===== src/rtl/text_mode_pkg.sv =====
// Shared constants and types for the text-mode display pipeline.
package text_mode_pkg;

  localparam int unsigned COLS           = 80;
  localparam int unsigned ROWS           = 30;
  localparam int unsigned VRAM_WORDS     = 600;
  localparam int unsigned CTRL_WORD_ADDR = 600;
  localparam int unsigned PIPE_LAT       = 5;

  typedef struct packed {
    logic       inv;
    logic [6:0] code;
  } glyph_t;

  typedef struct packed {
    logic [3:0] r;
    logic [3:0] g;
    logic [3:0] b;
  } rgb12_t;

  function automatic rgb12_t ctrl_fg(input logic [31:0] ctrl);
    return rgb12_t'(ctrl[24:13]);
  endfunction

  function automatic rgb12_t ctrl_bg(input logic [31:0] ctrl);
    return rgb12_t'(ctrl[12:1]);
  endfunction

endpackage


===== src/rtl/text_glyph_fetch_sync_delay.sv =====
// Fixed-depth shift register with a configurable reset pattern.
module sync_delay #(
  parameter int unsigned             WIDTH     = 3,
  parameter int unsigned             DEPTH     = 5,
  parameter logic [WIDTH-1:0]        RESET_VAL = '0
) (
  input  logic             clk,
  input  logic             reset,
  input  logic [WIDTH-1:0] d_in,
  output logic [WIDTH-1:0] d_out
);

  logic [WIDTH-1:0] stage_q [DEPTH];
  logic [WIDTH-1:0] stage_d [DEPTH];

  always_comb begin
    stage_d[0] = d_in;
    for (int unsigned i = 1; i < DEPTH; i++) begin
      stage_d[i] = stage_q[i-1];
    end
  end

  always_ff @(posedge clk) begin
    if (reset) begin
      stage_q <= '{default: RESET_VAL};
    end else begin
      stage_q <= stage_d;
    end
  end

  assign d_out = stage_q[DEPTH-1];

endmodule


===== src/rtl/text_glyph_fetch.sv =====
// Text-mode fetch: pixel position -> VRAM word -> glyph byte -> font row -> pixel_on,
// with syncs/DE delayed to match and frame-latched colours.
module text_glyph_fetch
  import text_mode_pkg::*;
(
  input  logic        pixel_clk,
  input  logic        reset,
  input  logic [9:0]  drawX,
  input  logic [9:0]  drawY,
  input  logic        hsync_in,
  input  logic        vsync_in,
  input  logic        vde_in,
  input  logic [31:0] ctrl_reg,
  output logic [9:0]  vram_addr,
  input  logic [31:0] vram_rdata,
  output logic [10:0] font_addr,
  input  logic [7:0]  font_data,
  output logic        pixel_on,
  output logic [11:0] fg_rgb,
  output logic [11:0] bg_rgb,
  output logic        hsync_out,
  output logic        vsync_out,
  output logic        vde_out
);

  logic [11:0] char_idx;
  glyph_t      glyph;
  logic [2:0]  sync_e4;

  logic [9:0]  vram_addr_q, vram_addr_d;
  logic [1:0]  bsel_e1_q, bsel_e1_d, bsel_e2_q, bsel_e2_d;
  logic [3:0]  row_e1_q, row_e1_d, row_e2_q, row_e2_d;
  logic [2:0]  col_e1_q, col_e1_d, col_e2_q, col_e2_d;
  logic [2:0]  col_e3_q, col_e3_d, col_e4_q, col_e4_d;
  logic [10:0] font_addr_q, font_addr_d;
  logic        inv_e3_q, inv_e3_d, inv_e4_q, inv_e4_d;
  logic        pixel_on_q, pixel_on_d;
  logic        hsync_out_q, hsync_out_d, vsync_out_q, vsync_out_d;
  logic        vde_out_q, vde_out_d;
  logic        vsync_prev_q, vsync_prev_d;
  rgb12_t      fg_q, fg_d, bg_q, bg_d;

  logic        unused_bits;
  assign unused_bits = ^{drawY[9], ctrl_reg[31:25], ctrl_reg[0]};

  // {hsync, vsync, vde} through E1..E4; E5 is registered alongside pixel_on.
  sync_delay #(
    .WIDTH    (3),
    .DEPTH    (PIPE_LAT - 1),
    .RESET_VAL(3'b110)
  ) u_sync_delay (
    .clk  (pixel_clk),
    .reset(reset),
    .d_in ({hsync_in, vsync_in, vde_in}),
    .d_out(sync_e4)
  );

  always_comb begin
    char_idx    = 12'(drawY[8:4]) * 12'(COLS) + 12'(drawX[9:3]);
    vram_addr_d = vde_in ? char_idx[11:2] : '0;
    bsel_e1_d   = char_idx[1:0];
    row_e1_d    = drawY[3:0];
    col_e1_d    = drawX[2:0];

    bsel_e2_d   = bsel_e1_q;
    row_e2_d    = row_e1_q;
    col_e2_d    = col_e1_q;

    glyph = '0;
    case (bsel_e2_q)
      2'd0: glyph = glyph_t'(vram_rdata[7:0]);
      2'd1: glyph = glyph_t'(vram_rdata[15:8]);
      2'd2: glyph = glyph_t'(vram_rdata[23:16]);
      2'd3: glyph = glyph_t'(vram_rdata[31:24]);
      default: glyph = '0;
    endcase
    font_addr_d = {glyph.code, row_e2_q};
    inv_e3_d    = glyph.inv;
    col_e3_d    = col_e2_q;

    inv_e4_d    = inv_e3_q;
    col_e4_d    = col_e3_q;

    pixel_on_d  = (font_data[3'd7 - col_e4_q] ^ inv_e4_q) & sync_e4[0];
    {hsync_out_d, vsync_out_d, vde_out_d} = sync_e4;

    // Colours change only on the vsync falling edge so a frame never tears.
    vsync_prev_d = vsync_in;
    fg_d = fg_q;
    bg_d = bg_q;
    if (vsync_prev_q && !vsync_in) begin
      fg_d = ctrl_fg(ctrl_reg);
      bg_d = ctrl_bg(ctrl_reg);
    end
  end

  always_ff @(posedge pixel_clk) begin
    if (reset) begin
      vram_addr_q  <= '0;
      bsel_e1_q    <= '0;
      row_e1_q     <= '0;
      col_e1_q     <= '0;
      bsel_e2_q    <= '0;
      row_e2_q     <= '0;
      col_e2_q     <= '0;
      font_addr_q  <= '0;
      inv_e3_q     <= 1'b0;
      col_e3_q     <= '0;
      inv_e4_q     <= 1'b0;
      col_e4_q     <= '0;
      pixel_on_q   <= 1'b0;
      hsync_out_q  <= 1'b1;
      vsync_out_q  <= 1'b1;
      vde_out_q    <= 1'b0;
      vsync_prev_q <= 1'b1;
      fg_q         <= '0;
      bg_q         <= '0;
    end else begin
      vram_addr_q  <= vram_addr_d;
      bsel_e1_q    <= bsel_e1_d;
      row_e1_q     <= row_e1_d;
      col_e1_q     <= col_e1_d;
      bsel_e2_q    <= bsel_e2_d;
      row_e2_q     <= row_e2_d;
      col_e2_q     <= col_e2_d;
      font_addr_q  <= font_addr_d;
      inv_e3_q     <= inv_e3_d;
      col_e3_q     <= col_e3_d;
      inv_e4_q     <= inv_e4_d;
      col_e4_q     <= col_e4_d;
      pixel_on_q   <= pixel_on_d;
      hsync_out_q  <= hsync_out_d;
      vsync_out_q  <= vsync_out_d;
      vde_out_q    <= vde_out_d;
      vsync_prev_q <= vsync_prev_d;
      fg_q         <= fg_d;
      bg_q         <= bg_d;
    end
  end

  assign vram_addr = vram_addr_q;
  assign font_addr = font_addr_q;
  assign pixel_on  = pixel_on_q;
  assign hsync_out = hsync_out_q;
  assign vsync_out = vsync_out_q;
  assign vde_out   = vde_out_q;
  assign fg_rgb    = fg_q;
  assign bg_rgb    = bg_q;

endmodule


===== config.mk =====
export PLATFORM = sky130hd
export DESIGN_NAME = text_glyph_fetch
export DESIGN_NICKNAME = d
export VERILOG_FILES = /design/src/rtl/text_mode_pkg.sv /design/src/rtl/text_glyph_fetch_sync_delay.sv /design/src/rtl/text_glyph_fetch.sv
export SDC_FILE = /design/constraint.sdc
export NUM_CORES = 1
export LEC_CHECK = 0
export ABC_AREA = 1
export CORE_MARGIN = 8
export CORE_UTILIZATION = 28
export DETAILED_ROUTE_END_ITERATION = 16
export SLEW_MARGIN = 15
export SYNTH_ARGS = -nofsm -noshare
export SYNTH_HDL_FRONTEND = slang
export SYNTH_SLANG_ARGS = --single-unit

===== constraint.sdc =====
create_clock -name pixel_clk -period 1.9 [get_ports pixel_clk]
set_clock_uncertainty 0.05 [all_clocks]
set_input_delay 0.38 -clock pixel_clk [delete_from_list [all_inputs] [get_ports pixel_clk]]
set_output_delay 0.38 -clock pixel_clk [all_outputs]
set_load 0.02 [all_outputs]

==> results.toml <==
[run_status]
status = "finished clean"

[floorplan]
ios = 146
dieArea_um2 = 14800
die_width_um = 122
row_count = 38
start_util = 0.287
die_h_um = 122
core_um2 = 10900

[logic_synthesis]
synth.avg_cell_area_um2 = 8.07
synth_xor_area_frac = 0.00280
synth_top_family_by_area = "simple AND/OR/NAND/NOR gates"
syn-cell-area_um2 = 3130
ys_warn_count = 0
ys_ff_latch = 87
yosysSeqAreaShare = 0.557
synth_fp_nets = 496
synthAdderAreaFrac = 0.0488
yosys.area_share.simple = 0.210
synth_compound_area_frac = 0.0936
synth.distinct_cells = 23
syn_inst = 388
synth_mux_area_frac = 0

[cts]
clock_latency_ps = 340
root_buffer = "clkbuf_8"
cts_buffers = 9
htreeDepth = 3
cts_sinks = 87
cts_tree = "done"
path_clk_slew_ps = 90
cts.path.max_buffers = 2

[global_routing]
grt_pass1_wl_mm = 14.6
grt_max_degree = 25
grt_overflow = 0
antenna_found_initial = 0
grt_usage = 0.125
grt_pass1_vias = 2998

[drt]
wire_per_inst_um = 13.3
dr.pass1.iters = 4
drtIter0Drc = 155
final_antenna_net_count = 0
drc = 0
avgViaCountPerCell = 4.16
routed_wl_mm = 9.09
detailroute.via_count = 2840

[sta]
post-route-period-util = 0.955
slew_headroom = 0.729
grt_setup_unrepaired = "false"
setup-violations-final = 0
slew_viol_final = 0
hold_violations = 0
max_freq_mhz = 551
fin_crit_ps = 1810
worstMarginPinSlew_ps = 407

[critical_path]
max_stage_delay_ps = 550
crit_path_start_kind = "input pin"
worstSetupEndpointType = "register"
cp.required_ps = 2120
critPathKind = "input pin to register"
worstPathCellList = "dlygate4sd2_1, ha_4, ha_4, fa_2, nand2_1, inv_2, nand3_2, nor2_2, nor2_1, nor2_1"
cpMaxStageDelayCell = "fa_2"
arrival_ps = 2040
crit_path_max_fanout = 3

[layout]
nets = 646
area_growth_pct = 58.6
fin_area_um2 = 4960
final_cell_mix = "131 x clkdlybuf4s50_1, 95 x nor2_1, 87 x dfxtp_1"
final_common_cell = "clkdlybuf4s50_1"
drive_above_1_share = 0.107
ff_latch_area_um2 = 1740
fin_util = 0.456
multiInputGateArea_um2 = 1170
n_fill_cell = 1113
diodes = 0

[power_and_ir_drop]
p_leak_nw = 2.12
peakVddDrop_mv = 0.340
powerDensity_nw_per_um2 = 780

[place]
gp_congestion = 0.790
placed_area_um2 = 4720
dpl.hpwl_mm = 7.04
port_buffers = 136

[job]
drv_cap = 0

[worst_hold_path]
holdCritPathClass = "register to register"
[area by class of cell]
type / count / area share
inverter: 60 / 0.0459
multi-input combinational: 230 / 0.236
sequential: 87 / 0.351
tap: 140 / 0.0353
clock inverter: 4 / 0.00605
timing repair buffer: 150 / 0.295
clock buffer: 12 / 0.0313
[routing by layer]
layer,wire length [um],track usage,vias up,share of wire
met1,3820,0.134,1245,0.42
met3,1080,0.0699,6,0.12
met2,4130,0.209,102,0.45
met5,0,0,-,0
met4,63,0.0332,0,0.0069
li1,-,-,1487,-
[cell families after synthesis]
logic type | count (synthesis)
AND/OR/NAND/NOR | 162
XOR/XNOR | 1
adder cells (fa/ha/maj) | 11
AO/OA/AOI/OAI | 56
flip-flops | 87
buffers and inverters | 71
[path summary, 6_finish.rpt]
kind                                   start            to  slack, ps  cells after the start
worst max-delay path                drawY[7]  vram_addr[9]         90                     10
worst min-delay path             row_e1_q[0]   row_e2_q[0]        340                      2
worst max register to register  bsel_e2_q[1]  font_addr[9]        640                      4
worst min register to register   row_e1_q[0]   row_e2_q[0]        340                      2
[cells in the mapped netlist]
library cell	instances	area share
nand2_1	41	0.049
buf_2	5	0.0080
or2_1	1	0.0020
or2_2	9	0.018
xor2_1	1	0.0028
fa_1	2	0.013
o21ai_1	15	0.024
nand2_2	2	0.0040
and2_1	1	0.0020
clkbuf_1	6	0.0072
dfxtp_1	87	0.56
a21boi_1	1	0.0024
o21ai_0	28	0.045
ha_1	9	0.036
nand3_1	10	0.016
nor2_1	96	0.12
inv_1	52	0.062
nor2_2	2	0.0040
a31oi_1	8	0.016
clkinv_1	1	0.0012
inv_4	1	0.0020
inv_2	6	0.0072
a21oi_1	4	0.0064
[repair_timing]
item / in CTS / in global routing
gates resized for setup: 11 / 4
pin swaps: 5 / 1
setup endpoints to repair: 4 / 2
buffers inserted: 0 / 0
hold buffers: 0 / 0
[report_power, final]
part           total [mW]  switching (mW)  internal [mW]  leakage [nW]
sequential           1.96          0.0370           1.92         0.717
combinational       0.730           0.338          0.392          1.31
clock                1.18           0.634          0.550        0.0926
total                3.87            1.01           2.86          2.12
[worst max-delay path: cells and delay by family]
family / cells / cell delay, ps
adders and majority gates: 3 / 960
buffers and inverters: 2 / 330
and+or+nand+nor: 5 / 370
[metrics by stage]
stage | setup TNS, ps | power (mW) | std cells | setup slack, ps | hold slack [ps]
floorplan | 0 | 2.30 | 388 | 7.56 | 338
global placement | -2150 | 2.71 | 667 | -550 | 339
detailed placement | -2240 | 2.72 | 667 | -570 | 343
CTS | 0 | 3.94 | 683 | 30.9 | 348
global route | 0 | 4.10 | 683 | 2.72 | 369
finish | 0 | 3.87 | 683 | 85.7 | 343
[sequential cells by signal, summed over array words and instances (netlist names), 2 cells and up]
register and cells:
u_sync_delay.d_out 3, row_e2_q 4, font_addr 11, bg_rgb 12
col_e3_q 3, col_e1_q 3, bsel_e2_q 2, col_e4_q 3
row_e1_q 4, fg_rgb 12, col_e2_q 3, vram_addr 10
u_sync_delay.stage_d 9, bsel_e1_q 2
Power figures use the tool's default switching activity.
